File: src/rtl/div_unit_pkg.sv
// Shared CPU constants: control-unit opcode/funct codes and the divider's FSM encoding.
// Also provides the magnitude helper used by the signed divider.
package div_unit_pkg;

   localparam int unsigned DIV_W     = 32;
   localparam int unsigned MAG_W     = 33;
   localparam int unsigned CNT_W     = 6;
   localparam int unsigned STATE_W   = 2;
   localparam int unsigned DIV_ITERS = 32;

   localparam logic [STATE_W-1:0] S_IDLE = 2'd0;
   localparam logic [STATE_W-1:0] S_ITER = 2'd1;
   localparam logic [STATE_W-1:0] S_FIX  = 2'd2;

   // Control-unit decode constants
   localparam logic [5:0] OP_RTYPE   = 6'h00;
   localparam logic [5:0] FUNCT_MFHI = 6'h10;
   localparam logic [5:0] FUNCT_MFLO = 6'h12;
   localparam logic [5:0] FUNCT_MULT = 6'h18;
   localparam logic [5:0] FUNCT_DIV  = 6'h1A;

   // 33-bit magnitude so that |0x80000000| is exact
   function automatic logic [MAG_W-1:0] abs_mag(input logic [DIV_W-1:0] v);
      logic [MAG_W-1:0] ext;
      ext = {v[DIV_W-1], v};
      return v[DIV_W-1] ? MAG_W'(-ext) : ext;
   endfunction

endpackage

File: src/rtl/div_unit_if.sv
// Operand/result bus between the control unit / register file and the divider.
interface div_unit_if;
   import div_unit_pkg::*;

   logic             DivCtrl;
   logic [DIV_W-1:0] A;
   logic [DIV_W-1:0] B;
   logic [DIV_W-1:0] HI;
   logic [DIV_W-1:0] LO;
   logic             DivBusy;
   logic             DivDone;
   logic             DivZero;

   modport master (output DivCtrl, A, B,
                   input  HI, LO, DivBusy, DivDone, DivZero);

   modport slave  (input  DivCtrl, A, B,
                   output HI, LO, DivBusy, DivDone, DivZero);

endinterface

File: src/rtl/div_unit.sv
// Signed 32-bit restoring divider, one quotient bit per cycle, 33 edges start-to-done.
// Optional macro DIV_ZERO_EXC_EN: B=0 raises a DivZero pulse instead of dividing.
module div_unit
   import div_unit_pkg::*;
(
   input logic       clock,
   input logic       reset,
   div_unit_if.slave bus
);

   logic [STATE_W-1:0] state_q, state_nxt;
   logic [CNT_W-1:0]   cnt_q, cnt_nxt;
   logic               a_neg_q, a_neg_nxt;
   logic               b_neg_q, b_neg_nxt;
   logic [MAG_W-1:0]   b_mag_q, b_mag_nxt;
   logic [MAG_W-1:0]   dvd_q, dvd_nxt;
   logic [MAG_W-1:0]   rem_q, rem_nxt;
   logic [DIV_W-1:0]   hi_q, hi_nxt;
   logic [DIV_W-1:0]   lo_q, lo_nxt;
   logic               busy_q, busy_nxt;
   logic               done_q, done_nxt;
   logic               zero_nxt;
   logic               start_c;
   logic [MAG_W:0]     shifted_c;
   logic [MAG_W+1:0]   diff_c;
   logic               borrow_c;

   // Start qualification; a zero divisor becomes an exception when enabled
`ifdef DIV_ZERO_EXC_EN
   logic zero_q;
   always_comb begin
      start_c  = bus.DivCtrl && (bus.B != '0);
      zero_nxt = (state_q == S_IDLE) && bus.DivCtrl && (bus.B == '0);
   end
`else
   always_comb begin
      start_c  = bus.DivCtrl;
      zero_nxt = 1'b0;
   end
`endif

   always_ff @(posedge clock or negedge reset) begin
      if (!reset) begin
         state_q <= S_IDLE;
         cnt_q   <= '0;
         a_neg_q <= 1'b0;
         b_neg_q <= 1'b0;
         b_mag_q <= '0;
         dvd_q   <= '0;
         rem_q   <= '0;
         hi_q    <= '0;
         lo_q    <= '0;
         busy_q  <= 1'b0;
         done_q  <= 1'b0;
`ifdef DIV_ZERO_EXC_EN
         zero_q  <= 1'b0;
`endif
      end else begin
         state_q <= state_nxt;
         cnt_q   <= cnt_nxt;
         a_neg_q <= a_neg_nxt;
         b_neg_q <= b_neg_nxt;
         b_mag_q <= b_mag_nxt;
         dvd_q   <= dvd_nxt;
         rem_q   <= rem_nxt;
         hi_q    <= hi_nxt;
         lo_q    <= lo_nxt;
         busy_q  <= busy_nxt;
         done_q  <= done_nxt;
`ifdef DIV_ZERO_EXC_EN
         zero_q  <= zero_nxt;
`endif
      end
   end

   // Next state plus the inline restoring step (shift in next dividend bit, trial subtract)
   always_comb begin
      state_nxt = state_q;
      cnt_nxt   = cnt_q;
      a_neg_nxt = a_neg_q;
      b_neg_nxt = b_neg_q;
      b_mag_nxt = b_mag_q;
      dvd_nxt   = dvd_q;
      rem_nxt   = rem_q;
      hi_nxt    = hi_q;
      lo_nxt    = lo_q;
      busy_nxt  = busy_q;
      done_nxt  = 1'b0;

      shifted_c = {rem_q, dvd_q[DIV_W-1]};
      diff_c    = {1'b0, shifted_c} - {2'b00, b_mag_q};
      borrow_c  = diff_c[MAG_W+1];

      case (state_q)
         S_IDLE: begin
            if (start_c) begin
               a_neg_nxt = bus.A[DIV_W-1];
               b_neg_nxt = bus.B[DIV_W-1];
               dvd_nxt   = abs_mag(bus.A);
               b_mag_nxt = abs_mag(bus.B);
               rem_nxt   = '0;
               cnt_nxt   = '0;
               busy_nxt  = 1'b1;
               state_nxt = S_ITER;
            end
         end
         S_ITER: begin
            rem_nxt = borrow_c ? MAG_W'(shifted_c) : MAG_W'(diff_c);
            dvd_nxt = {dvd_q[DIV_W-1:0], ~borrow_c};
            cnt_nxt = cnt_q + CNT_W'(1);
            if (cnt_q == CNT_W'(DIV_ITERS - 1)) begin
               state_nxt = S_FIX;
            end
         end
         S_FIX: begin
            lo_nxt    = DIV_W'((a_neg_q ^ b_neg_q) ? -dvd_q : dvd_q);
            hi_nxt    = DIV_W'(a_neg_q ? -rem_q : rem_q);
            done_nxt  = 1'b1;
            busy_nxt  = 1'b0;
            state_nxt = S_IDLE;
         end
         default: begin
            busy_nxt  = 1'b0;
            state_nxt = S_IDLE;
         end
      endcase
   end

   assign bus.HI      = hi_q;
   assign bus.LO      = lo_q;
   assign bus.DivBusy = busy_q;
   assign bus.DivDone = done_q;
`ifdef DIV_ZERO_EXC_EN
   assign bus.DivZero = zero_q;
`else
   assign bus.DivZero = 1'b0;
`endif

endmodule

File: src/flat_wrapper.sv
// flat-port wrapper written by rule: the top's interface ports become plain ports
module div_unit_flat import div_unit_pkg::*;
  (clock, reset, bus_DivCtrl, bus_A, bus_B, bus_HI, bus_LO, bus_DivBusy, bus_DivDone, bus_DivZero);
  div_unit_if bus_i ();
  input logic clock;
  input logic reset;
  input wire logic [$bits(bus_i.DivCtrl)-1:0] bus_DivCtrl;
  input wire logic [$bits(bus_i.A)-1:0] bus_A;
  input wire logic [$bits(bus_i.B)-1:0] bus_B;
  output wire logic [$bits(bus_i.HI)-1:0] bus_HI;
  output wire logic [$bits(bus_i.LO)-1:0] bus_LO;
  output wire logic [$bits(bus_i.DivBusy)-1:0] bus_DivBusy;
  output wire logic [$bits(bus_i.DivDone)-1:0] bus_DivDone;
  output wire logic [$bits(bus_i.DivZero)-1:0] bus_DivZero;
  assign bus_i.DivCtrl = bus_DivCtrl;
  assign bus_i.A = bus_A;
  assign bus_i.B = bus_B;
  assign bus_HI = bus_i.HI;
  assign bus_LO = bus_i.LO;
  assign bus_DivBusy = bus_i.DivBusy;
  assign bus_DivDone = bus_i.DivDone;
  assign bus_DivZero = bus_i.DivZero;
  div_unit u_core (.clock(clock), .reset(reset), .bus(bus_i));
endmodule
File: config.mk
export PLATFORM = sky130hd
export DESIGN_NAME = div_unit_flat
export DESIGN_NICKNAME = d
export VERILOG_FILES = /design/src/rtl/div_unit_pkg.sv /design/src/rtl/div_unit_if.sv /design/src/rtl/div_unit.sv /design/src/flat_wrapper.sv
export SDC_FILE = /design/constraint.sdc
export NUM_CORES = 1
export LEC_CHECK = 0
export CORE_MARGIN = 5
export CORE_UTILIZATION = 35
export DETAILED_ROUTE_END_ITERATION = 6
export GPL_TIMING_DRIVEN = 0
export PLACE_DENSITY = 0.56
export RECOVER_POWER = 25
export SYNTH_ARGS = -nofsm -noshare
export SYNTH_HDL_FRONTEND = slang
export SYNTH_SLANG_ARGS = --single-unit
export TNS_END_PERCENT = 1
File: constraint.sdc
create_clock -name clock -period 8.05 [get_ports clock]
set_clock_uncertainty 0.05 [all_clocks]
set_input_delay 1.2075 -clock clock [delete_from_list [all_inputs] [get_ports clock]]
set_output_delay 1.2075 -clock clock [all_outputs]
set_load 0.02 [all_outputs]
==> qor.txt <==
status: finished, violations left
hold path startpoint: u_core.bus.HI[21]
clock buffer depth: 2
adder-cell share of the synthesized area: 4.47%
Peak VDD IR: 0.203 mV
gpl congestion: 0.879
Fmax achieved: 200 MHz
post-DR wirelength/cell: 17.5 um
P_int: 2630 uW
I/O pins: 134
Worst setup SP type: primary input
Die Wd: 188 um
final non-filler cell total: 1845
post-synthesis mux area share: 2.27%
worst hold margin: 426 ps
DR DRC count: 0
clock latency reported for the late side of the worst-skew pair: 440 ps
GRT Max-Usage Layer: met1
Synth area leaders: dfrtp_1, xor2_1, o21ai_0, nand2_1, ha_1
multi-input logic area: 6250 um2
die area: 35300 um2
Slew headroom: -204%
Critical Path Start: reset
PostCTS Resize Cnt: 0
largest family of logic cells by synthesized area: compound AO/OA/AOI/OAI gates
most frequent cell after synthesis: nand2_1
Setup CP Type: in2async
Critical Path AT: 4410 ps
Filler cells: 3159
placed insts: 1813
Post-CTS Setup Bufs: 0
CP max FO: 81
CP max stage delay: 3120 ps
Syn Nets: 1384
Final setup viols: 0
Post-synth EDFFs: 0
Final Critical Period: 4990 ps
via count: 9802
WL final: 32200 um
Initial Util: 35.3%
met3 Track Usage GR: 2.70%
share of layout cells above drive strength 1: 3.95%
Detailed Routing Iterations Pass 1: 5
total track usage: 18.3%
register area share after synthesis: 39.3%
number of library cell types mapped by synthesis: 70
simple-gate share of the synthesized area: 15.5%
Die H: 188 um
synthesized area: 11100 um2
clock-pin transition on the worst setup and hold timing paths: 70 ps
Num CTS Buffers: 17
Max Cap Violations: 1
part of the power in registers: 30.9%
layout net count: 1536
CTS tree: built
Buf+Inv Stages, Crit Path: 1
Syn Area/Cell: 8.68 um2
post-cts hold buffer count: 0
Compound-Gate Fraction of Synth Area: 22.6%
Final Hold Viols: 0
CTS root buf: clkbuf_16
Synth top area share: 39.3%
Comb power frac: 51.2%
xor/xnor share of the synthesized area: 11.5%
top cell type by total area after synthesis: dfrtp_1
# diodes: 0
htree depth: 4
Top delay family on crit path: buffers and inverters
Slowest-stage cell, CP: clkbuf_1
FF-to-FF Start: u_core.rem_q[12]
Critical Path RT: 7470 ps
largest net degree at the start of global routing: 95
Reg area: 4350 um2
PD cells: 349 nW/um2
Sw Share: 44.2%
global route total overflow: 0
initial antenna violation count: 0
Synth Flop Type: dfrtp_1
# clock sinks: 174
dpl hpwl: 25200 um
row count: 65
synth-to-layout area growth: 22.0%
worst setup margin: 3060 ps
Max Transition Viols Final: 81
core area: 31400 um2
failing checks: capacitance limit, slew limit
cells along the critical path: clkbuf_1
PortBufs: 132
period utilization: 62.0%
first-pass GRT wire length: 52600 um
Cells after Synth: 1278
vias in the first global route: 9599
asr flop ratio synth: 100%
actual slew at the worst max-slew pin: 4560 ps
unrepaired setup endpoints after global routing: no
grt met1 use: 27.6%
most frequent cells after synthesis: nand2_1, dfrtp_1, o21ai_0
NetSw: 2090 uW
CP endpoint kind: async pin
HP Class: reg2reg
initial drt markers: 647
Final ANT Viol Nets: 0
leak pwr: 0.00569 uW
Clock Power Share: 17.9%
Place WS: 3780 ps
Seq cells post-synth: 174
Via density: 5.31
grt met2 use: 27.5%
Synth Warn #: 0
==> final timing paths <==
path | end | slack, ps | cells past startpoint
worst max-delay path | u_core.b_mag_q[4] | 3060 | 1
worst min-delay path | u_core.bus.HI[21] | 430 | 2
worst max register to register | u_core.rem_q[1] | 4430 | 11
worst min register to register | u_core.bus.HI[21] | 430 | 2
max in group clock | u_core.b_mag_q[29] | 4230 | 9
min in group asynchronous | u_core.dvd_q[19] | 2350 | 1
==> registers in the layout (all words and copies together), names as in the netlist <==
| name | cells |
|---|---|
| u_core.cnt_q | 6 |
| u_core.a_neg_q | 1 |
| u_core.rem_q | 33 |
| u_core.dvd_q | 32 |
| u_core.b_mag_q | 33 |
| u_core.bus.DivBusy | 1 |
| u_core.bus.LO | 32 |
| u_core.b_neg_q | 1 |
| u_core.bus.HI | 32 |
| u_core.bus.DivDone | 1 |
| u_core.state_q | 2 |
==> logic make-up (layout without fill, tap and decap cells) <==
| kind of cell | count (synthesis) | count (layout) |
|---|---|---|
| DFF | 174 | 174 |
| buffers and inverters | 126 | 291 |
| muxes | 25 | 25 |
| other | 1 | 1 |
| AOI/OAI and AO/OA | 404 | 404 |
| adders and majority gates | 39 | 39 |
| xor gates and xnor gates | 146 | 146 |
| and+or+nand+nor | 363 | 363 |
==> cells in the final DEF (no fill, tap or decap), types with 39 or more instances in the layout <==
cell type	instances
clkbuf_1	66
xnor2_1	47
inv_1	56
clkdlybuf4s50_1	131
a21oi_1	51
dfrtp_1	174
nor2_1	39
nand2_1	192
o21ai_0	169
xor2_1	99
==> power groups by stage <==
stage | Clock, uW | Sequential, uW | Combinational [uW]
2_1_floorplan | 0 | 1320 | 1860
3_3_place_gp | 0 | 1450 | 2370
3_5_place_dp | 0 | 1460 | 2400
4_1_cts | 861 | 1440 | 2410
5_1_grt | 901 | 1490 | 2730
6_report | 846 | 1460 | 2410
==> stage by stage <==
| stage | cell area, um2 | TNS (ps) | power (uW) | utilization (%) |
|---|---|---|---|---|
| after floorplan | 11100 | 0 | 3180 | - |
| after detailed placement | 12900 | 0 | 3860 | 41.2 |
| after global routing | 13500 | 0 | 5120 | 43.1 |
| after global placement | 12900 | -303390 | 3820 | 41.1 |
| after CTS | 13500 | 0 | 4720 | 43.1 |
| final | 13500 | 0 | 4720 | 43.1 |
==> cell type report <==
class / instances / area share, %
buffer: 70 / 1.99
tap: 402 / 3.72
sequential: 174 / 32.2
clock buffer: 18 / 3.25
multi-input combinational: 978 / 46.2
clock inverter: 14 / 1.15
timing repair buffer: 133 / 9.92
inverter: 56 / 1.55
==> routing by layer <==
| layer | routed length (um) | vias up |
|---|---|---|
| met4 | 489 | 0 |
| li1 | - | 4887 |
| met1 | 16400 | 4664 |
| met5 | 0 | - |
| met2 | 14000 | 221 |
| met3 | 1350 | 30 |
(Power assumes the default switching activity.)
